## config.mk

```make
export PLATFORM = sky130hd
export DESIGN_NAME = signal_check_sched
export DESIGN_NICKNAME = d
export VERILOG_FILES = /design/src/rtl/signal_check_sched.sv
export SDC_FILE = /design/constraint.sdc
export NUM_CORES = 1
export LEC_CHECK = 0
export CAP_MARGIN = 20
export CORE_UTILIZATION = 30
export CTS_BUF_LIST = sky130_fd_sc_hd__clkbuf_2
export CTS_CLUSTER_DIAMETER = 200
export CTS_CLUSTER_SIZE = 28
export DETAILED_ROUTE_END_ITERATION = 8
export MAX_ROUTING_LAYER = met4
export SLEW_MARGIN = 5
export SYNTH_ARGS = -nofsm -noshare
export SYNTH_HDL_FRONTEND = slang
export SYNTH_SLANG_ARGS = --single-unit
```

## constraint.sdc

```tcl
create_clock -name clk -period 1.65 [get_ports clk]
set_input_delay 0.165 -clock clk [delete_from_list [all_inputs] [get_ports clk]]
set_output_delay 0.165 -clock clk [all_outputs]
set_load 0.05 [all_outputs]
```

## src/rtl/signal_check_sched.sv

```systemverilog
// signal_check_sched: time-shares one signal checker across N_CH channels.
//
// A start pulse (accepted only in IDLE) latches ch_mask_i and sweeps every
// enabled channel in ascending order. For each channel the sweep runs:
//   SETTLE (1 cycle, select stable, checker disabled),
//   CHECK  (CHECK_LEN cycles, checker enabled, fail cycles counted),
//   EVAL   (1 cycle, result folded into pass mask and fail total).
// After the last channel a one-cycle DONE pulse is issued. Abort drops
// back to IDLE without a done pulse, keeping only fully evaluated results.
//
// Ports:
//   clk, rst_n     clock, synchronous active-low reset
//   start_i        sweep request pulse
//   abort_i        terminate a running sweep
//   ch_mask_i      channels to check, sampled when start is accepted
//   chk_match_i    checker match output
//   chk_fail_i     checker fail output
//   ch_sel_o       channel routed to the checker
//   chk_en_o       checker enable
//   busy_o         sweep in progress
//   done_o         one-cycle sweep completion pulse
//   pass_mask_o    per-channel pass result (1 = passed)
//   fail_total_o   saturating total of fail cycles over the sweep
module signal_check_sched #(
    parameter int N_CH      = 4,
    parameter int CHECK_LEN = 8,
    parameter int MAX_FAIL  = 0,
    parameter int CNT_W     = 8,
    localparam int SW       = (N_CH > 1) ? $clog2(N_CH) : 1
) (
    input  logic             clk,
    input  logic             rst_n,
    input  logic             start_i,
    input  logic             abort_i,
    input  logic [N_CH-1:0]  ch_mask_i,
    input  logic             chk_match_i,
    input  logic             chk_fail_i,
    output logic [SW-1:0]    ch_sel_o,
    output logic             chk_en_o,
    output logic             busy_o,
    output logic             done_o,
    output logic [N_CH-1:0]  pass_mask_o,
    output logic [CNT_W-1:0] fail_total_o
);

    localparam int WW = (CHECK_LEN > 1) ? $clog2(CHECK_LEN) : 1;
    localparam int FW = $clog2(CHECK_LEN + 1);
    localparam int TW = ((CNT_W > FW) ? CNT_W : FW) + 1;

    typedef enum logic [2:0] {IDLE, SETTLE, CHECK, EVAL, DONE} state_t;

    state_t           state_q, state_d;
    logic [N_CH-1:0]  mask_q, mask_d;
    logic [SW-1:0]    sel_q, sel_d;
    logic [WW-1:0]    win_q, win_d;
    logic [FW-1:0]    fcnt_q, fcnt_d;
    logic [N_CH-1:0]  pass_q, pass_d;
    logic [CNT_W-1:0] total_q, total_d;
    logic             chk_en_q, busy_q, done_q;
    logic             first_hit, next_hit;
    logic [SW-1:0]    first_idx, next_idx;
    logic [TW-1:0]    sum;
    logic             fail_now;

    // A disagreeing match/fail pair is treated as a failing cycle.
    assign fail_now = chk_fail_i | ~chk_match_i;
    assign sum      = TW'(total_q) + TW'(fcnt_q);

    // Descending scan so the last hit written is the lowest qualifying index.
    always_comb begin
        first_hit = 1'b0;
        first_idx = '0;
        next_hit  = 1'b0;
        next_idx  = '0;
        for (int i = N_CH - 1; i >= 0; i--) begin
            if (ch_mask_i[i]) begin
                first_hit = 1'b1;
                first_idx = SW'(i);
            end
            if (mask_q[i] && i > int'(sel_q)) begin
                next_hit = 1'b1;
                next_idx = SW'(i);
            end
        end
    end

    always_comb begin
        state_d = state_q;
        mask_d  = mask_q;
        sel_d   = sel_q;
        win_d   = win_q;
        fcnt_d  = fcnt_q;
        pass_d  = pass_q;
        total_d = total_q;
        case (state_q)
            IDLE: begin
                if (start_i && !abort_i) begin
                    mask_d  = ch_mask_i;
                    pass_d  = '0;
                    total_d = '0;
                    state_d = first_hit ? SETTLE : DONE;
                    sel_d   = first_hit ? first_idx : sel_q;
                end
            end
            SETTLE: state_d = CHECK;
            CHECK: begin
                fcnt_d = fcnt_q + FW'(fail_now);
                if (win_q == WW'(CHECK_LEN - 1)) begin
                    win_d   = '0;
                    state_d = EVAL;
                end else begin
                    win_d = win_q + 1'b1;
                end
            end
            EVAL: begin
                pass_d[sel_q] = int'(fcnt_q) <= MAX_FAIL;
                total_d       = (sum > TW'({CNT_W{1'b1}})) ? {CNT_W{1'b1}} : sum[CNT_W-1:0];
                fcnt_d        = '0;
                state_d       = next_hit ? SETTLE : DONE;
                sel_d         = next_hit ? next_idx : sel_q;
            end
            DONE: state_d = IDLE;
            default: state_d = IDLE;
        endcase
        // Abort discards the channel in flight, including one in EVAL.
        if (abort_i && (state_q == SETTLE || state_q == CHECK || state_q == EVAL)) begin
            state_d = IDLE;
            sel_d   = sel_q;
            win_d   = '0;
            fcnt_d  = '0;
            pass_d  = pass_q;
            total_d = total_q;
        end
    end

    // Status outputs are registered from the next state so they line up
    // with the state they describe.
    always_ff @(posedge clk) begin
        if (!rst_n) begin
            state_q  <= IDLE;
            mask_q   <= '0;
            sel_q    <= '0;
            win_q    <= '0;
            fcnt_q   <= '0;
            pass_q   <= '0;
            total_q  <= '0;
            chk_en_q <= 1'b0;
            busy_q   <= 1'b0;
            done_q   <= 1'b0;
        end else begin
            state_q  <= state_d;
            mask_q   <= mask_d;
            sel_q    <= sel_d;
            win_q    <= win_d;
            fcnt_q   <= fcnt_d;
            pass_q   <= pass_d;
            total_q  <= total_d;
            chk_en_q <= state_d == CHECK;
            busy_q   <= state_d == SETTLE || state_d == CHECK || state_d == EVAL;
            done_q   <= state_d == DONE;
        end
    end

    assign ch_sel_o     = sel_q;
    assign chk_en_o     = chk_en_q;
    assign busy_o       = busy_q;
    assign done_o       = done_q;
    assign pass_mask_o  = pass_q;
    assign fail_total_o = total_q;

endmodule

```

==> results list, run 1 <==
* Result of the run: finished with violations
- Largest cells by area after synthesis: dfxtp_1 (36%), ha_1 (6.1%), o21ai_0 (4.9%)
* Total number of yosys warnings: 0
- Antenna violations before repair: 0
* Synth Net Count: 212
- Buffers added to address setup during post-CTS repair amount to 0.
* Final WL: 3820 µm
- The synthesized design contains 30 register bits.
- The count of nets left with antenna violations once routing finished came out at 0.
* Area leader, netlist: dfxtp_1
* Final Cycle Share: 105%
- Multi-input logic area: 992 µm²
* Pwr per Cell Area: 591 nW/µm²
- Global-route wire length before repair: 6420 µm
- Most instantiated flip-flop cell in the synthesis netlist: dfxtp_1
- Clk slew on worst S/H paths: 0.17 ns
- The worst setup path is captured at a flip-flop.
* Actual transition at the worst max-transition pin: 0.569 ns
* Area taken by flip-flops and latches: 613 µm²
- Height of the die: 76.2 µm
- Floorplan die width: 76.2 µm
- GRT Resource Usage Total: 14.4%
- Post-Synthesis Cells: 193
- Placed Instances: 304
- Largest net degree at the start of global routing: 12
* Sinks on Clock Net: 30
- The repair_antennas step left the layout with diodes totalling 0.
- Std-Cell Core Area: 5200 µm²
* H-tree levels: 2
* CTS tree: yes
- Average instance area after synthesis: 8.55 µm²
- The number of endpoints with negative hold slack in the final report is 0.
* Number of nets in the finished design: 260
* Clock latency on the worst-skew pair: 0.37 ns
- The number of slew-limit violations in the final report was 0.
- The finished layout holds 310 standard cells, fillers aside.
* Share of async-settable or async-resettable flops after synthesis: 0%
- The number of global-route vias before repair is 1413.
* Area share of the largest cell type after synthesis: 36.4%
- In the routed design, unresolved DRC markers number 0.
- Vias per std cell: 4.84
- Startpoint types: flip-flop
* Final worst-path setup slack: -0.0883 ns
- After layout, the minimum clock period comes to 1.74 ns.
- Counting flops with a built-in enable in the synthesized netlist gives 0.
- Summing every instance area after synthesis gives 1650 µm².
- The die covers 5800 µm².
- Relative to the synthesized area, the layout overhead comes to 30.3%.
- Setup violations remaining at the end of the flow were counted as 8.
* Placed standard-cell area: 2110 µm²
- Crit Path Max Fanout: 6
- Detailed-router iteration count before antenna repair: 4
* IR Drop Worst-Case VDD: 313 µV
* Commonest non-fill, non-tap cells in the layout: buf_4 (36), dfxtp_1 (24), nor2_1 (14), nand2_1 (14), a21oi_1 (13)
* Boundary Pins: 27
* Fill count: 553
- Before CTS, the worst setup slack after placement is -0.186 ns.
* Total congestion overflow: 0
- Headroom to the max-slew limit came out at 61.8%.
- Distinct cells, synth: 52
- Number of violations reported at the end of detailed-routing iteration 0: 48
- Once the floorplan was initialized, standard cells occupied 31.7% of the core.
* Unrepaired setup endpoints after global routing: true
- Max-cap violations in this run came to 0.
- Row generation in the floorplan step produced 26 rows.
* Highest attainable clock frequency: 0.575 GHz
- Clock root cell: clkbuf_2
- Critical path class: reg2reg
- Clock buffer count from CTS: 5
* Leading cell type in the layout, fill and taps excluded: buf_4
- Routability cong.: 0.779
* Fraction of final layout cells with drive strength greater than 1: 26.7%
- Maximum buffer depth of the clock tree: 2
- For the worst setup path, the data required time is 1.93 ns.
* Layout Skew: 0.0144 ns
- Worst R2R Setup Slack: -0.09 ns
- Once layout is done, the placed cells without fillers occupy 2150 µm².
- Arrival time of data at the critical path endpoint: 2.02 ns
* Proportion of synthesized chip area in sequential cells: 36.4%
- The routed layout has 1499 vias.
- Measured on the finished design, the core utilization comes to 41.3%.
- The path class of the tightest hold or removal check is in2reg.
- Hold timing on the final database bottoms out at a slack of 0.442 ns.
- The final reports fail on setup timing.
- In the final routed layout, each cell accounts on average for 12.3 µm.
* Summed negative setup slack over all endpoints: -0.415 ns
- For this design the static power due to leakage is 0.894 nW.
- Half-perimeter wire length after placement: 2830 µm
- Post-route total power: 1.27 mW
- Count of buffers from port buffering: 26
[routing by layer]
layer  vias up  part of all wire, %  wire, µm  track usage, %
li1        793                    -         -               -
met1       679                   50      1920            17.9
met2        22                   45      1710            22.2
met3         5                  3.6       136            3.71
met4         0                  1.3        48            5.77
met5         -                    0         0               -
[flip-flops by register name, summed over array words and instances (netlist names)]
name and cells:
fail_total_o 8, mask_q 3, ch_sel_o 2, fcnt_q 4
busy_o 1, pass_mask_o 4, chk_en_o 1, win_q 3
state_q 3, done_o 1
[layout make-up]
| class | count | share of cell area [%] |
|---|---|---|
| Tap cell | 70 | 4.07 |
| Clock buffer | 5 | 1.16 |
| Timing Repair Buffer | 48 | 18.0 |
| Sequential cell | 30 | 28.5 |
| Multi-Input combinational cell | 145 | 46.2 |
| Inverter | 11 | 1.92 |
| Clock inverter | 1 | 0.175 |
[power breakdown]
| group | total (mW) | switching, mW | internal (mW) |
|---|---|---|---|
| Sequential | 0.748 | 0.0135 | 0.734 |
| Combinational | 0.179 | 0.0955 | 0.0837 |
| Clock | 0.344 | 0.260 | 0.0842 |
[critical path, stage by stage, from the launching register on]
cell and delay, ns:
dfxtp_4 0.39, ha_4 0.13, inv_2 0.03, fa_2 0.35
nor2b_2 0.13, o31a_1 0.15, and4_4 0.29, nor3_2 0.05
a211oi_1 0.15
[worst paths after layout]
check,from,endpoint,depth (start not counted)
min reg2reg,fail_total_o[2],fail_total_o[2],2
min,ch_mask_i[3],mask_q[3],3
max,fail_total_o[0],fail_total_o[7],8
max reg2reg,fail_total_o[0],fail_total_o[7],8
[timing repair]
action,in CTS,in global routing
gates resized for setup,10,2
hold buffers,0,0
setup endpoints to repair,11,10
endpoints found under the hold margin,0,0
pin swaps,4,1
[synth_stat cells (3+ instances only)]
cell type,number
dfxtp_1,30
o21ai_0,16
a21oi_1,14
nand2_1,14
nor2_1,14
inv_1,11
ha_1,8
nand3_1,6
mux2i_1,5
a21boi_0,4
and3_1,4
nand2b_1,4
nand4_1,4
nor2b_1,4
xor2_1,4
a21boi_1,3
buf_4,3
nor3_1,3
o21ai_1,3
[cell families (layout without fill, tap and decap cells)]
| kind of cell | Yosys count | count (layout) | synth area share [%] |
|---|---|---|---|
| DFF | 30 | 30 | 36.4 |
| muxes | 5 | 5 | 3.03 |
| AOI/OAI and AO/OA | 59 | 59 | 23.6 |
| and+or+nand+nor | 67 | 67 | 21.8 |
| buffers and inverters | 18 | 65 | 5.31 |
| adders and majority gates | 9 | 9 | 7.28 |
| xor gates and xnor gates | 5 | 5 | 2.65 |
(Power assumes the default switching activity.)
==> run 2: changes to the inputs <==
--- a/config.mk
+++ b/config.mk
@@ -5,12 +5,13 @@
 export SDC_FILE = /design/constraint.sdc
 export NUM_CORES = 1
 export LEC_CHECK = 0
-export CAP_MARGIN = 20
+export CAP_MARGIN = 10
 export CORE_UTILIZATION = 30
 export CTS_BUF_LIST = sky130_fd_sc_hd__clkbuf_2
 export CTS_CLUSTER_DIAMETER = 200
 export CTS_CLUSTER_SIZE = 28
 export DETAILED_ROUTE_END_ITERATION = 8
+export GPL_ROUTABILITY_DRIVEN = 0
 export MAX_ROUTING_LAYER = met4
 export SLEW_MARGIN = 5
 export SYNTH_ARGS = -nofsm -noshare
==> results of run 2 <==
Final layout, timing and power as in run 1 (identical DEF).
==> run 3: changes to the inputs <==
--- a/config.mk
+++ b/config.mk
@@ -13,7 +13,7 @@
 export DETAILED_ROUTE_END_ITERATION = 8
 export GPL_ROUTABILITY_DRIVEN = 0
 export MAX_ROUTING_LAYER = met4
-export SLEW_MARGIN = 5
+export SKIP_LAST_GASP = 1
 export SYNTH_ARGS = -nofsm -noshare
 export SYNTH_HDL_FRONTEND = slang
 export SYNTH_SLANG_ARGS = --single-unit
==> results list, run 3 (synthesis gave the netlist of run 1 again) <==
- Result of the run: finished with violations
- The final reports fail on setup timing.
- The average wire per standard cell came to 12.4 µm (+0.71%).
* Area delta synth->final: 30.0%
* Full die area: 5800 µm² (unchanged)
* DRC: 0 (unchanged)
- The global route total overflow came to 0 (unchanged).
- Sinks on Clock Net: 30 (unchanged)
* Antenna violations before repair: 0 (unchanged)
- The post-placement setup slack was -0.186 ns (unchanged).
- Pwr per Cell Area: 594 nW/µm² (+0.46%)
- Critical-path cell with the highest stage delay: dfxtp_4
- The worst IR drop on VDD came to 313 µV (about the same).
- Global routing usage on met1: 17.9% (unchanged)
* Global-route wire length before repair: 6420 µm (unchanged)
- Number of diodes added for antenna fixing: 0 (unchanged)
* Actual transition at the worst max-transition pin: 0.568 ns (-0.000280 ns)
* Count of buffers from port buffering: 26 (unchanged)
- Half-perimeter wire length after placement: 2830 µm (unchanged)
* Highest attainable clock frequency: 0.575 GHz (about the same)
- Clock root cell: clkbuf_2
- The horizontal extent of the die came to 76.2 µm (unchanged).
- Pleak: 0.895 nW (about the same)
- The via density per instance came to 4.87 (+0.67%).
* Detailed-router iteration count before antenna repair: 4 (unchanged)
- The number of failing setup endpoints in the final timing report came to 8 (unchanged).
- Final Cycle Share: 105% (about the same)
- Path type of the worst min-delay path: in2reg
- H-tree levels: 2 (unchanged)
- Placed standard-cell area: 2110 µm² (unchanged)
- The fraction of layout cells with a size suffix above 1 is 26.3% (-0.42 points).
- The worst register-to-register path begins at fail_total_o[0].
- Initial core utilization: 31.7% (unchanged)
* Final max-slew violation count: 0 (unchanged)
- Most congested layer reported by global routing: met2
- The remaining antenna violation count was 0 (unchanged).
* Slew margin rel.: 61.9% (about the same)
- The total of fill cells in the finished design was 556 (+0.54%).
- Clock buffer count from CTS: 5 (unchanged)
* End point of the critical path: fail_total_o[7]
- The data required time at the worst endpoint is 1.93 ns (about the same).
* Multi-input logic area: 988 µm² (-0.38%)
* Final WL: 3850 µm (+0.71%)
* Final core occ: 41.2% (-0.072 points)
* Critical path class: reg2reg
- The post-route minimum period is 1.74 ns (+0.00161 ns).
- In the layout the commonest cells are buf_4 (36), dfxtp_1 (24), nor2_1 (14), nand2_1 (14), a21oi_1 (14).
- Number of rows in the core area: 26 (unchanged)
- The die extent in y came to 76.2 µm (unchanged).
- The max-capacitance violation count came to 0 (unchanged).
- Via count: 1509 (+0.67%)
- Clk slew on worst S/H paths: 0.17 ns (about the same)
- Crit Path Max Fanout: 6 (unchanged)
- The post-layout worst setup margin was -0.0899 ns (-0.00161 ns).
- Setup repair after global routing could not meet its margin everywhere.
- The number of design-rule violations left by the first detailed-router iteration is 55 (+15%).
- The met2 track demand over resource came to 22.2% (unchanged).
- Register-to-Register Path Depth: 8 (unchanged)
- The arrival time of data at the critical path endpoint came to 2.02 ns (about the same).
- Largest net degree at the start of global routing: 12 (unchanged)
- GRT Resource Usage Total: 14.4% (unchanged)
- Largest register FFs: 8 (unchanged)
* Summed negative setup slack over all endpoints: -0.412 ns (+0.00265 ns)
- The worst slack on hold paths was 0.435 ns (-0.00706 ns).
- CTS tree: yes
* Leading cell type in the layout, fill and taps excluded: buf_4
- Final standard cell area without fillers: 2150 µm² (-0.17%)
* Launch point of the worst path: fail_total_o[0]
- The footprint of the flip-flops and latches came to 613 µm² (unchanged).
* Boundary Pins: 27 (unchanged)
- The number of endpoints with negative hold slack in the final report was 0 (unchanged).
- The number of nets in the layout is 260 (unchanged).
- Met3 routing resource usage after global routing: 3.71% (unchanged)
- The insertion delay of the later-clocked pin in the worst-skew pair is 0.37 ns (about the same).
- Std-Cell Core Area: 5200 µm² (unchanged)
- The maximum buffer depth of the clock tree came to 2 (unchanged).
* Layout Skew: 0.0194 ns (+0.00493 ns)
* Stage delay of the slowest cell on the critical path: 0.39 ns (about the same)
- The critical path goes through ha_4, inv_2, fa_2, nor2b_2, o31a_1, and4_4, nor3_2, a211oi_1.
* Worst R2R Setup Slack: -0.09 ns (about the same)
- Startpoint types: flip-flop
- Crit path capture type: flip-flop
* Via count of the first global-routing pass: 1413 (unchanged)
- Worst reg2reg endpoint: fail_total_o[7]
-- run 3: metal layers --
layer  routed length (µm)  up-vias  share of wire, %
met3                  155        5               4.0
li1                     -      797                 -
met1                 1920      682                50
met5                    0        -                 0
met4                   47        0               1.2
met2                 1730       25                45
-- run 3: how the worst min path moves through the flow --
stage,to,depth (start not counted),start
2_1_floorplan,mask_q[1],2,ch_mask_i[1]
3_5_place_dp,fail_total_o[2],2,fail_total_o[2]
6_report,mask_q[3],3,ch_mask_i[3]
5_1_grt,mask_q[3],3,ch_mask_i[3]
4_1_cts,mask_q[3],3,ch_mask_i[3]
3_3_place_gp,fail_total_o[2],2,fail_total_o[2]
-- run 3: area by class of cell --
cell class              count  share of cell area (%)
flip-flops and latches     30                    28.6
inverters                  11                    1.92
well taps                  70                    4.08
repair buffers             48                    18.0
clock inverters             1                   0.175
clock buffers               5                    1.17
multi-input cells         145                    46.1
-- run 3: stage by stage --
step,std cells,power (mW)
5_1_grt,310,1.34
3_3_place_gp,304,0.943
2_1_floorplan,193,0.867
6_report,310,1.27
4_1_cts,310,1.29
3_5_place_dp,304,0.944
-- run 3: what timing repair did --
action	4_1_cts	5_1_grt
hold buffers	0	0
endpoints found under the setup margin	11	10
setup buffers	0	0
pin swaps	4	1
resized for setup	10	1
gates cloned	0	0
-- run 3: power breakdown --
| part | total [mW] | switching (mW) | internal (mW) | leakage, nW |
|---|---|---|---|---|
| logic | 0.180 | 0.0959 | 0.0837 | 0.626 |
| registers | 0.748 | 0.0135 | 0.734 | 0.246 |
| clock network | 0.347 | 0.263 | 0.0842 | 0.0223 |
| total | 1.27 | 0.372 | 0.902 | 0.895 |
-- run 3: worst max-delay path: cells and delay by family, from the launching register on --
| family | cells | cell delay (ns) |
|---|---|---|
| compound gates | 2 | 0.30 |
| simple gates | 3 | 0.47 |
| flops | 1 | 0.39 |
| fa+ha+maj | 2 | 0.48 |
| buf+inv | 1 | 0.03 |
==> patch 1 (config.mk and constraints of run 2) <==
Add an input register stage for `abort_i`, without a reset; this delays it by one clock. The other inputs are not delayed to match.
--- a/src/rtl/signal_check_sched.sv
+++ b/src/rtl/signal_check_sched.sv
@@ -49,6 +49,12 @@
 
     typedef enum logic [2:0] {IDLE, SETTLE, CHECK, EVAL, DONE} state_t;
 
+    logic abort_q;
+
+    always_ff @(posedge clk) begin
+        abort_q <= abort_i;
+    end
+
     state_t           state_q, state_d;
     logic [N_CH-1:0]  mask_q, mask_d;
     logic [SW-1:0]    sel_q, sel_d;
@@ -94,7 +100,7 @@
         total_d = total_q;
         case (state_q)
             IDLE: begin
-                if (start_i && !abort_i) begin
+                if (start_i && !abort_q) begin
                     mask_d  = ch_mask_i;
                     pass_d  = '0;
                     total_d = '0;
@@ -123,7 +129,7 @@
             default: state_d = IDLE;
         endcase
         // Abort discards the channel in flight, including one in EVAL.
-        if (abort_i && (state_q == SETTLE || state_q == CHECK || state_q == EVAL)) begin
+        if (abort_q && (state_q == SETTLE || state_q == CHECK || state_q == EVAL)) begin
             state_d = IDLE;
             sel_d   = sel_q;
             win_d   = '0;
Formal check against the unedited RTL: not equivalent (Yosys sat finds a counterexample within 4 cycles, from zero or initial values and one cycle with rst_n low).
==> patch 1 against run 2 <==
- the flow still finishes with violations (negative setup slack)
- largest power group unchanged
- sequential cell count increased by 1
- worst setup slack improved by 43 ps
- highest routed layer unchanged
- utilization increased by 1.8 points
- routed wire length increased by 9.1%
- synthesized area increased by 2.3%
- critical path depth decreased by 1
- cell area increased by 5.7%
- power increased by 5.0%
==> patch 1: results (changes against run 2) <==
The flow ran to the end, but the final reports show violations. The final reports fail on negative setup slack. The ratio of cells with drive above 1 in the final layout came out at 28.9% (+2.2 points).

The flip-flop and latch count after synthesis is 31 (+3.3%). The global routing met1 resource utilization came out at 20.0% (+2.1 points). The number of nets produced by synthesis is 216 (+1.9%). The sequential share of cell area is 28.1% (-0.38 points). The gate count of the mapped netlist came out at 197 (+2.1%). The number of multi-input logic gates came to 152 (+4.8%). The arrival time at the worst endpoint came out at 2000 ps (-20 ps). The worst supply voltage drop on vdd is 0.000375 V (+20%).

The final HPWL from detailed placement is 3160 um (+12%). The met2 routing resource usage after global routing is 23.7% (+1.5 points). The total power consumption of the routed design is 1.33 mW (+5.0%). The detail-routed via count per cell came out at 4.97 (+2.8%). The routed length on met2 is 1950 um (+14%).

The post-synthesis cell type count is 50 (-3.8%). The actual transition at the worst max-transition pin came out at 576 ps (+7.20 ps). The final net count is 271 (+4.2%). The overall fraction of global-route tracks in use is 15.5% (+1.1 points). Sorting the synthesized cells by how often they occur yields 31 x sky130_fd_sc_hd__dfxtp_1, 19 x sky130_fd_sc_hd__o21ai_0, 18 x sky130_fd_sc_hd__nor2_1. The met3 wire length came out at 144 um (+5.9%). The internal power summed over all cells is 0.951 mW (+5.4%). The number of global-route vias before repair came out at 1526 (+8.0%). The power dissipated in sequential cells is 0.774 mW (+3.5%). The post-detailed-routing wire length is 4170 um (+9.1%). The count of clock buffers in the final design was 6 (+1). The xor and xnor fraction of the mapped netlist area was 2.59% (-0.059 points). The number of non-clock inverters is 7 (-4). The met1 layer wirelength in the final routing came out at 2030 um (+5.6%).

The data-path buffer share of cell area in the final layout is 19.9% (+1.9 points). The highest metal layer with signal wires is met4. The setup-violating endpoint count in the final report came to 5 (-3). The worst-case setup margin in the final layout was -45.6 ps (+42.7 ps). The area fraction in compound gates after synthesis is 22.8% (-0.82 points). The top fanout value on the critical path came out at 3 (-3). The count of plain and timing-repair buffers in the layout is 55 (+15%). The mux contribution to synthesized area came out at 2.37% (-0.66 points). The sequential-to-total area share from yosys stat came out at 36.8% (+0.38 points). The average wire per cell in the routed design is 12.9 um (+4.7%). The adder-cell area share of the yosys netlist came out at 7.12% (-0.16 points). The initial DRC count is 52 (+8.3%).

The met3 track demand over resource in global routing came out at 3.33% (-0.38 points). The leakage component of the power came out at 0.933 nW (+4.3%). The cell total after placement is 315 (+3.6%). The wire length of the first global-routing pass is 7120 um (+11%). The combined area of the multi-input logic cells came out at 1030 um2 (+3.4%). The clock network power came out at 0.384 mW (+12%). The final worst clock skew came out at 16.8 ps (+2.32 ps).
==> patch 1: cell types whose count changed in the layout (fill, tap and decap cells not counted), moves of 3 or more <==
cell / change
sky130_fd_sc_hd__a21boi_1: -7
sky130_fd_sc_hd__buf_4: +6
sky130_fd_sc_hd__a21oi_1: +4
sky130_fd_sc_hd__inv_1: -4
sky130_fd_sc_hd__nor2_1: +4
sky130_fd_sc_hd__and3_1: -3
sky130_fd_sc_hd__nand2b_1: +3
==> patch 1: repair_timing <==
action | 4_1_cts | 5_1_grt
hold buffers | 0 | 0
cloned | 0 | 0
pin swaps | 8 | 2
setup endpoints to repair | 11 | 8
gates resized for setup | 7 | 2
==> patch 1: stage by stage <==
step	TNS [ps]	hold WS [ps]	cell area, um2	setup slack [ps]	utilization, %
final	-114	224	2270	-45.6	43.1
after global routing	-652	197	2270	-151	43.1
after CTS	-259	186	2270	-75.9	43.0
after detailed placement	-2030	456	2220	-349	42.1
after global placement	-1890	447	2220	-330	42.1
after floorplan	-128	193	1730	-49.3	-
==> patch 1: worst paths after layout <==
kind / start / end / slack (ps) / depth (start not counted)
worst max-delay path: fail_total_o[0] / fail_total_o[4] / -50 / 7
worst min-delay path: abort_i / abort_q / 220 / 1
worst max register to register: fail_total_o[0] / fail_total_o[4] / -50 / 7
worst min register to register: pass_mask_o[0] / pass_mask_o[0] / 480 / 2
==> patch 1: critical path, stage by stage (launching register included) <==
cell                       delay [ps]
sky130_fd_sc_hd__dfxtp_4          380
sky130_fd_sc_hd__ha_4             160
sky130_fd_sc_hd__inv_2             50
sky130_fd_sc_hd__fa_2             220
sky130_fd_sc_hd__nor2b_4           50
sky130_fd_sc_hd__o31a_1           330
sky130_fd_sc_hd__a211o_1          280
sky130_fd_sc_hd__a211oi_2         160
==> patch 2 (settings of run 2) <==
Made on the original files. Change the parameter `CNT_W` from 8 to 6.
--- a/src/rtl/signal_check_sched.sv
+++ b/src/rtl/signal_check_sched.sv
@@ -25,7 +25,7 @@
     parameter int N_CH      = 4,
     parameter int CHECK_LEN = 8,
     parameter int MAX_FAIL  = 0,
-    parameter int CNT_W     = 8,
+    parameter int CNT_W     = 6,
     localparam int SW       = (N_CH > 1) ? $clog2(N_CH) : 1
 ) (
     input  logic             clk,
Ports: changed (resized fail_total_o); port bits go from 27 to 25. The function was not compared with the original's and may differ.
==> patch 2 against run 2 <==
- routed wire length decreased by 13%
- sequential cell count fell by 2
- worst setup slack improved by 120 ps
- synthesized cell count is 6.2% lower
- via count decreased by 6.1%
- non-clock buffer count shrank 2
- cell area decreased by 6.5%
- synthesized area down 9.6%
- power increased by 3.9%
==> patch 2: results (changes against run 2) <==
The worst supply voltage drop on vdd came to 0.000381 V (+22%). The critical path class is flip-flop to flip-flop. The clock latency at the later pin of the worst-skew pair is 390 ps (+20 ps). The clock-pin transition on the worst setup and hold timing paths came out at 290 ps (+120 ps). The actual transition at the worst max-transition pin came out at 495 ps (-73.9 ps). The min-delay analysis places its worst path in the category primary input to flip-flop. Sorting the synthesized cells by area gives the leading types as sky130_fd_sc_hd__dfxtp_1 38%, sky130_fd_sc_hd__ha_1 6.7%, sky130_fd_sc_hd__o21ai_0 6.0%, sky130_fd_sc_hd__a21oi_1 4.7%, sky130_fd_sc_hd__nand2_1 4.0%.

The ratio of cells with drive above 1 in the final layout came out at 21.4% (-5.2 points). The diode insertion count for antenna repair came out at 0 (unchanged). The run finished with clean final reports. In this run the worst setup path terminates at fail_total_o[3]. The largest individual stage delay along the critical path comes from the cell sky130_fd_sc_hd__dfxtp_4. The adder-cell area share of the yosys netlist was 8.05% (+0.77 points). The cell total after placement is 286 (-5.9%). The final worst clock skew came to 15.2 ps (+0.736 ps). The number of global-route vias before repair was 1264 (-11%).

The leakage component of the power came to 0.870 nW (-2.7%). The final net count is 244 (-6.2%). The setup slack of the most critical reg-to-reg path came to 40 ps (+120 ps). The cell at the root of the clock tree is sky130_fd_sc_hd__clkbuf_2. The worst reg-to-reg path cell count came out at 8 (unchanged).

The mux contribution to synthesized area is 2.01% (-1.0 points). The number of nets produced by synthesis came out at 200 (-5.7%). The placed cell area came out at 1950 um2 (-7.5%). The wire length of the first global-routing pass came out at 5780 um (-9.9%).

The worst setup timing slack at the placement stage came out at -102 ps (+83.6 ps). The average cell area after synthesis came out at 8.25 um2 (-3.6%). The hold buffer count at cts came out at 0 (unchanged). The count of input and output buffers came out at 24 (-7.7%). The final HPWL from detailed placement is 2490 um (-12%).

The first-pass detailed-route iteration total came out at 4 (unchanged). The initial DRC count came out at 105 (+120%). The vias after detailed routing is 1408 (-6.1%). The flip-flop count of the largest register after layout came out at 6 (-2).

The sequential-to-total area share from yosys stat came to 37.6% (+1.2 points). The detail-routed via count per cell is 4.84 (about the same). The yosys synthesis warning count came out at 0 (unchanged). The post-synthesis cell type count was 44 (-15%).

The pin count of the biggest net entering global routing came out at 17 (+5). The overall fraction of global-route tracks in use is 14.2% (-0.18 points). The kind of cell with the highest combined delay along the critical path is compound AO/OA/AOI/OAI gates. The final cycle utilization of the critical path came to 97.8% (-7.6 points). The largest incremental delay on the critical path is 420 ps (+30 ps). In this run the most critical hold path is launched from rst_n. The xor and xnor fraction of the mapped netlist area was 1.17% (-1.5 points). The initial antenna violation count is 0 (unchanged). The commonest cells after synthesis are 28 x sky130_fd_sc_hd__dfxtp_1, 18 x sky130_fd_sc_hd__o21ai_0, 16 x sky130_fd_sc_hd__nand2_1. The area fraction in compound gates after synthesis was 23.1% (-0.44 points). The residual DRC count came out at 0 (unchanged).

The CTS H-tree depth came out at 1 (-1). The arrival time at the worst endpoint was 1960 ps (-60 ps). The top fanout value on the critical path came out at 4 (-2). The post-detailed-routing wire length came out at 3330 um (-13%).

The number of buffers created by CTS came out at 3 (-2).
## patch 2: cell types whose count changed in the layout (fill, tap and decap cells not counted), sizes merged, moves of 3 or more
cell         before  now
dlygate4sd2       3    6
buf              36   31
xor2              4    1
inv              11    8
## patch 2: timing repair
item                                    CTS  global route
setup buffers                             0             1
gates cloned                              0             0
endpoints found under the setup margin   10             6
gates resized for setup                  17             3
pin swaps                                 7             4
## patch 2: layout make-up
cell class | instances | area, um2
clock inverter | 1 | 30.0
inverter | 8 | 30.0
timing repair buffer | 46 | 375
sequential | 28 | 573
tap | 67 | 83.8
multi-input combinational | 138 | 903
clock buffer | 3 | 15.0
fill | 499 | 2740
## patch 2: kinds of logic after synthesis
logic type	count (synthesis)
DFF	28
buffers and inverters	15
AOI/OAI and AO/OA	56
adders and majority gates	9
xor gates and xnor gates	2
and+or+nand+nor	68
muxes	3
## patch 2: worst reg2reg max path, cell delays in order (launching register included)
cell and delay (ps):
sky130_fd_sc_hd__dfxtp_4 420, sky130_fd_sc_hd__ha_4 130, sky130_fd_sc_hd__inv_2 30, sky130_fd_sc_hd__fa_2 330, sky130_fd_sc_hd__nor2b_1 150, sky130_fd_sc_hd__o21ai_2 100
sky130_fd_sc_hd__a21oi_4 180, sky130_fd_sc_hd__o21ai_1 80, sky130_fd_sc_hd__a21boi_1 140
## patch 2: routing by layer
metal	global-route usage, %	wire length (um)	share of wire, %
met5	-	0	0
met4	5.23	55	1.7
met3	1.39	96	2.9
met1	20.2	1790	54
met2	20.7	1390	42
## patch 2: worst min path at each step
stage,endpoint,cells past startpoint
CTS,fail_total_o[4],3
global route,mask_q[2],3
finish,fail_total_o[4],3
detailed placement,pass_mask_o[3],2
floorplan,mask_q[1],2
global placement,win_q[1],2
## patch 2: power by group
group / internal, mW / total, mW / switching [mW]
Clock: 0.208 / 0.434 / 0.225
Sequential: 0.690 / 0.705 / 0.0153
Combinational: 0.0842 / 0.181 / 0.0972
## patch 2: per-stage QoR
step / TNS, ps / hold WS (ps)
finish: 0 / 482
floorplan: 0 / 331
detailed placement: -621 / 469
global route: -289 / 493
global placement: -295 / 467
CTS: -34.3 / 479
